<file path="config.mk">
export PLATFORM = sky130hd
export DESIGN_NAME = fsm_mssv_tx
export DESIGN_NICKNAME = d
export VERILOG_FILES = /design/src/rtl/fsm_mssv_tx.sv
export SDC_FILE = /design/constraint.sdc
export NUM_CORES = 1
export LEC_CHECK = 0
export ABC_AREA = 1
export BUFFER_PORTS_ARGS = -buffer_cell sky130_fd_sc_hd__clkbuf_2
export CORE_MARGIN = 2
export CORE_UTILIZATION = 45
export DETAILED_ROUTE_END_ITERATION = 10
export PLACE_DENSITY = 0.68
export RECOVER_POWER = 25
export SYNTH_ARGS = -nofsm -noshare
export SYNTH_HDL_FRONTEND = slang
export SYNTH_SLANG_ARGS = --single-unit
</file>
<file path="constraint.sdc">
create_clock -name clk -period 1.7 [get_ports clk]
set_clock_uncertainty 0.15 [all_clocks]
set_input_delay 0.17 -clock clk [delete_from_list [all_inputs] [get_ports clk]]
set_output_delay 0.17 -clock clk [all_outputs]
set_load 0.01 [all_outputs]
</file>
<file path="src/rtl/fsm_mssv_tx.sv">
// Frame generator: preamble 000,110,000,110 + latched tail, REPEAT frames separated by GAP idle cycles.
// Latency: first symbol one cycle after start is accepted in IDLE; all outputs decoded from registers.
// Backpressure: stall=1 freezes the FSM and the symbol in P0..TAIL; ignored in IDLE, GAP and FIN.
module fsm_mssv_tx #(
  parameter int unsigned REPEAT   = 1,
  parameter int unsigned GAP      = 2,
  parameter logic [2:0]  IDLE_SYM = 3'b111
) (
  input  logic       clk,
  input  logic       rst,
  input  logic       start,
  input  logic [2:0] tail_sym,
  input  logic       stall,
  output logic [2:0] mssv_tx,
  output logic       tx_valid,
  output logic       busy,
  output logic       done,
  output logic [1:0] exp_done,
  output logic [3:0] frame_cnt
);

  typedef enum logic [2:0] {
    S_IDLE = 3'd0,
    S_P0   = 3'd1,
    S_P1   = 3'd2,
    S_P2   = 3'd3,
    S_P3   = 3'd4,
    S_TAIL = 3'd5,
    S_GAP  = 3'd6,
    S_FIN  = 3'd7
  } state_t;

  localparam logic [3:0] REPEAT_C = 4'(REPEAT);
  localparam logic [3:0] GAP_C    = 4'(GAP);

  state_t     state_q;
  state_t     state_nxt;
  logic [2:0] tail_q;
  logic [1:0] exp_done_q;
  logic [3:0] frame_cnt_q;
  logic [3:0] gap_cnt_q;
  logic [3:0] frame_inc;
  logic       accept;
  logic       tail_leave;

  // Frame count after the current tail completes, saturating at 15
  assign frame_inc  = (frame_cnt_q == 4'd15) ? 4'd15 : frame_cnt_q + 4'd1;
  assign accept     = (state_q == S_IDLE) && start;
  assign tail_leave = (state_q == S_TAIL) && !stall;

  // State register
  always_ff @(posedge clk or negedge rst) begin
    if (!rst) begin
      state_q <= S_IDLE;
    end else begin
      state_q <= state_nxt;
    end
  end

  // Next-state decode; stall only holds the symbol-carrying states
  always_comb begin
    state_nxt = state_q;
    case (state_q)
      S_IDLE: if (start) state_nxt = S_P0;
      S_P0:   if (!stall) state_nxt = S_P1;
      S_P1:   if (!stall) state_nxt = S_P2;
      S_P2:   if (!stall) state_nxt = S_P3;
      S_P3:   if (!stall) state_nxt = S_TAIL;
      S_TAIL: begin
        if (!stall) begin
          if (frame_inc < REPEAT_C) begin
            state_nxt = (GAP_C != 4'd0) ? S_GAP : S_P0;
          end else begin
            state_nxt = S_FIN;
          end
        end
      end
      S_GAP:  if (gap_cnt_q <= 4'd1) state_nxt = S_P0;
      S_FIN:  state_nxt = S_IDLE;
      default: state_nxt = S_IDLE;
    endcase
  end

  // Tail latch, expected detector code, frame and gap counters
  always_ff @(posedge clk or negedge rst) begin
    if (!rst) begin
      tail_q      <= 3'd0;
      exp_done_q  <= 2'b00;
      frame_cnt_q <= 4'd0;
      gap_cnt_q   <= 4'd0;
    end else begin
      if (accept) begin
        tail_q      <= tail_sym;
        exp_done_q  <= {1'b1, ~tail_sym[0]};
        frame_cnt_q <= 4'd0;
      end
      if (tail_leave) begin
        frame_cnt_q <= frame_inc;
        gap_cnt_q   <= GAP_C;
      end else if (state_q == S_GAP && gap_cnt_q != 4'd0) begin
        gap_cnt_q <= gap_cnt_q - 4'd1;
      end
    end
  end

  // Moore outputs decoded from registered state only
  always_comb begin
    mssv_tx  = IDLE_SYM;
    tx_valid = 1'b0;
    busy     = (state_q != S_IDLE);
    done     = (state_q == S_FIN);
    case (state_q)
      S_P0:   begin mssv_tx = 3'b000; tx_valid = 1'b1; end
      S_P1:   begin mssv_tx = 3'b110; tx_valid = 1'b1; end
      S_P2:   begin mssv_tx = 3'b000; tx_valid = 1'b1; end
      S_P3:   begin mssv_tx = 3'b110; tx_valid = 1'b1; end
      S_TAIL: begin mssv_tx = tail_q; tx_valid = 1'b1; end
      default: begin mssv_tx = IDLE_SYM; tx_valid = 1'b0; end
    endcase
  end

  assign exp_done  = exp_done_q;
  assign frame_cnt = frame_cnt_q;

endmodule

</file>
# Yosys cells after proc, flatten, opt, wreduce, memory -nomap -nowiden

Index checks and enable logic that the tools add are counted.

Register bits after elaboration: 16
Latch bits: 0
Memory bits (writable): 0
Bits in read-only memories: 0
Bits of input ports: 7
Output and inout port bits: 12
Memories: 0

$add $sub $neg: 2
Multiply operators: 0
Divide/modulo/power cells: 0
Order comparisons: 2
Equality and inequality tests: 15
Shift-type cells: 0
Multiplexer cells: 16
Bitwise operators: 1
Reduce and logical (&&, ||, !) cells: 13

Operators with widths:

| kind                  | number |
|---|---|
| $pmux W3 S8           | 1 |
| $mux W3               | 7 |
| $mux W4               | 5 |
| $ne A2 B2 Y1 const B  | 7 |
| $eq A3 B3 Y1 const B  | 4 |
| $pmux W3 S3           | 1 |
| $reduce_and A7 Y1     | 1 |
| $eq A3 B2 Y1 const B  | 2 |
| $reduce_or A5 Y1      | 1 |
| $add A4 B1 Y4 const B | 1 |
| $eq A4 B4 Y1 const B  | 1 |
| $le A4 B1 Y1 const B  | 1 |
| $lt A4 B1 Y1 const B  | 1 |
| $reduce_bool A2 Y1    | 2 |
| $reduce_bool A4 Y1    | 1 |
| $reduce_or A2 Y1      | 2 |
| $sub A4 B1 Y4 const B | 1 |
| $eq A3 B1 Y1 const B  | 1 |
| $logic_and A1 B1 Y1   | 3 |
| $logic_not A3 Y1      | 1 |
| $reduce_bool A3 Y1    | 1 |
| $mux W1               | 2 |
| $logic_not A1 Y1      | 1 |
| $not A1 Y1            | 1 |

# Depth between registers and ports, before layout

Depth in word-level cells: 6
Gate-level depth with buffers: 10
Gate-level depth less buffers: 10

# Worst setup path before layout

OpenSTA, ideal clock, no wires.

Path kind: reg2reg
Start point: register frame_cnt_q[0], in the netlist frame_cnt[0]
End point: register state_q[0]
Library setup time: 121 ps
Arrival: 1174 ps
Path slack: 255 ps
Cell stages (with the launch flop): 8
Buffers on the path: 0
Period minus slack after synthesis: 1445 ps
Path through: dfrtp_1 > ha_1 > nand3_1 > nand2_1 > nor2_1 > nand2_1 > nand2_1 > a21oi_1

Word-level cells in the longest chain between the ends: 6
Elaborated cells between the ends (all ways): 7

Ends and longest elaborated chain:

| what                                          | RTL line | source |
|---|---|---|
| start: declaration                            | 40       | `logic [3:0] frame_cnt_q;` |
| start signal: assignment                      | 98       | `frame_cnt_q <= frame_inc;` |
| $add A4 B1 Y4 or $eq A4 B4 Y1 (tied branches) | 47       | `assign frame_inc = (frame_cnt_q == 4'd15) ? 4'd15 : frame_cnt_q + 4'd1;` |
| $mux W4 *                                     | 47       |  |
| $lt A4 B1 Y1 *                                | 71       | `if (frame_inc < REPEAT_C) begin` |
| $mux W1 *                                     | 71       |  |
| $mux W3 *                                     | 70       | `if (!stall) begin` |
| $pmux W3 S8 *                                 | 63       | `case (state_q)` |
| end signal: assignment                        | 56       | `state_q <= state_nxt;` |
| end: declaration                              | 36       | `state_t state_q;` |

Every way passes the cells marked *; elsewhere a longest branch is shown, timed or not. The select of a mux whose other input is x is not followed.
A chain may end at the register's enable or synchronous reset.

# Final worst setup path

Start point: register state_q[2]
End point: output mssv_tx[0]

Word-level cells in the longest chain between the ends: 3
Elaborated cells between the ends (all ways): 8

Ends and longest elaborated chain:

| what                                       | RTL line | source |
|---|---|---|
| $eq A3 B3 Y1, or another cell as far along | 112      | `case (state_q)` |
| $reduce_or A2 Y1 (no line)                 | n/a      |  |
| $pmux W3 S3 *                              | 112      |  |
| end: declaration                           | 14       | `output logic [2:0] mssv_tx,` |

Every way passes the cells marked *; elsewhere a longest branch is shown, timed or not.

==> metrics <==
status=complete, no violations; DRC viols=0; Congestion Overflow GR=0; fmax=618 MHz; Worst path slowest cell=dfrtp_2; antenna diode count=0; antenna violations before repair=0; critical path class=reg -> out; first-pass GRT wire length=3480 um; Tmin final=1.62 ns; Post-Place Cells=between 150 and 200; critical path endpoint=mssv_tx[0]; Worst Path Required=roughly 1.4 ns; input/output buffers=18; Reg2Reg Setup Slack=between 0.1 and 0.15 ns; Die Span Y=just under 50 um; Synth Cell Area=940 sq um; Reg-to-Reg End=state_q[0]; cell area power density=1700 nW/um^2; CTS buffer count=3; placed wire-length estimate=between 1000 and 1500 um; clock latency on the worst-skew pair=0.28 ns; WL final=approximately 2000 um; Worst Max-Slew Pin Slew=between 0.8 and 0.9 ns; R2R depth=7; final hold violations=0; Tcrit/Tclk final=95.2%; Max FO, Critical Path=6; Tot GR Track Use=between 10% and 20%; fin cells=185; max cap viols=0; design area=1230 sq um; WL/cell=~11 um; Max IR drop VDD=roughly 0.8 mV; number of global-route vias before repair=~810; die area=approximately 2500 sq um; area grow syn2layout=31.2%; worst hold path startpoint=start; clock tree buffer depth=2; die width=about 50 um; WHS=about 0.076 ns; GPL Wtd Cong=between 0.7 and 0.8; Via density=4.66; Area after DPL=approximately 1100 sq um; share of layout cells above drive strength 1=between 30% and 40%; Slew Viols, Final=0; Critical Path Start Type=flip-flop; Slew headroom=between 40% and 50%; Final setup viols=0; DRT antenna net count=0; TNS Setup=0 ns; Max H-tree Level=1; largest net degree at the start of global routing=17; Yosys cell types=23; Rows=16; Synth Register Bits=16; CTS tree=done; CP Capture Type=output port; Place WS=around 0.15 ns; final worst setup slack=0.0815 ns; Worst Hold Class=in -> reg; Ys Warns=0; origin of the critical flop-to-flop path=frame_cnt[0]; I/O Pins=19; syn nets=~130; initial drt markers=10; drt first pass iters=4; CORE AREA=just under 2000 sq um; crit-path cells=nand2_4, inv_1, nor2_2, o21ai_1, buf_2; WP buf/inv=2; syn_area_per_cell=slightly below 8 sq um; CTS root buffer=clkbuf_4; clock sink count=16; Cells after Synth=122; sequential fraction of the synthesis area=~43%; Crit path largest cell delay=0.49 ns; initial core utilization=between 40% and 50%; total stage count of the critical path=5; Layout Nets=between 150 and 200; via count=863; Worst-path clk slew=~0.1 ns; Worst Setup SP=state_q[2]; Crit path max-delay family=flip-flops; Pleak=0.672 nW; CP arrival=about 1.3 ns
-- sequential cells by signal, summed over array words and instances, names as in the netlist --
signal and flops:
frame_cnt 4, tail_q 3, state_q 3, exp_done 2, gap_cnt_q 4
-- cells in the mapped netlist --
library cell	instances	area share, %
or2_1	1	0.67
nor2_2	3	2.0
o21ai_1	2	1.1
a21oi_1	4	2.1
nand2_2	4	2.7
inv_2	2	0.80
inv_4	1	0.67
nand2_1	34	14
o21ai_0	7	3.7
inv_1	14	5.6
nand2_4	1	1.2
nand3b_1	1	0.80
nor2_1	11	4.4
nand3_2	1	1.1
o21ai_2	1	0.93
nand4_1	1	0.67
nand3_1	9	4.8
nor2_8	1	2.1
dfrtp_1	16	43
ha_1	4	5.3
a21boi_0	1	0.80
o31ai_2	1	1.3
nor3_1	2	1.1
-- routing by layer --
metal	global-route usage [%]	share of wire (%)
met4	4.17	0
met5	0	0
met1	22.8	45
met3	2.73	2.3
met2	32.9	52
-- final cells by class --
cell class                 count  area [sq um]
tap                           27          33.8
sequential                    16           404
fill                         204           729
clock buffer                   4          36.3
timing repair buffer          32           204
inverter                      17          66.3
multi-input combinational     89           488
-- tightest hold or removal path, stage by stage --
cell and delay, ns:
clkbuf_2 0.12, nand2_4 0.09, nand2_1 0.06, nand2_1 0.04
-- power by group --
group          total, mW  switching, mW  internal, mW  leakage [nW]
Clock              0.252          0.122         0.130        0.0210
Combinational       1.13          0.636         0.495         0.455
Sequential         0.707          0.163         0.544         0.196
Total               2.09          0.921          1.17         0.672
-- logic make-up after synthesis --
logic type | after synthesis | synth area share (%)
and+or+nand+nor | 69 | 35.0
buffers and inverters | 17 | 7.06
AOI/OAI and AO/OA | 16 | 9.99
DFF | 16 | 42.6
adders and majority gates | 4 | 5.33
-- metrics by stage --
step / power, mW / utilization [%]
after floorplan: 1.33 / -
after CTS: 1.93 / 59.1
final: 2.09 / 62.8
after global routing: 2.30 / 62.8
after global placement: 1.61 / 54.6
after detailed placement: 1.64 / 54.6
-- what timing repair did --
action                                  4_1_cts  5_1_grt
hold endpoints to repair                     20        0
pin swaps                                     0        3
setup buffers                                 1        8
resized for setup                             4        7
endpoints found under the setup margin        1        1
hold buffers                                  4        0
-- worst min path at each step --
stage                        end  cells after the start  slack [ns]
floorplan            exp_done[0]                      0       -0.28
global placement    gap_cnt_q[2]                      1       -0.03
detailed placement  gap_cnt_q[2]                      1       -0.03
CTS                    tail_q[2]                      4        0.08
global route        frame_cnt[0]                      4        0.10
finish                 tail_q[2]                      4        0.08
-- cell usage in the layout (no fill, tap or decap) --
cell type | netlist | final
a21boi_0 | 1 | 1
a21oi_1 | 4 | 4
buf_2 | 0 | 1
buf_4 | 0 | 10
clkbuf_1 | 0 | 1
clkbuf_2 | 0 | 16
clkbuf_4 | 0 | 3
clkbuf_8 | 0 | 1
dfrtp_1 | 16 | 13
dfrtp_2 | 0 | 3
dlygate4sd3_1 | 0 | 4
ha_1 | 4 | 4
inv_1 | 14 | 12
inv_2 | 2 | 4
inv_4 | 1 | 1
nand2_1 | 34 | 34
nand2_2 | 4 | 3
nand2_4 | 1 | 2
nand3_1 | 9 | 9
nand3_2 | 1 | 1
nand3b_1 | 1 | 1
nand4_1 | 1 | 1
nor2_1 | 11 | 9
nor2_2 | 3 | 4
nor2_4 | 0 | 1
nor2_8 | 1 | 1
nor3_1 | 2 | 2
o21ai_0 | 7 | 6
o21ai_1 | 2 | 3
o21ai_2 | 1 | 1
o31ai_2 | 1 | 1
or2_1 | 1 | 1
(Power assumes the default switching activity.)
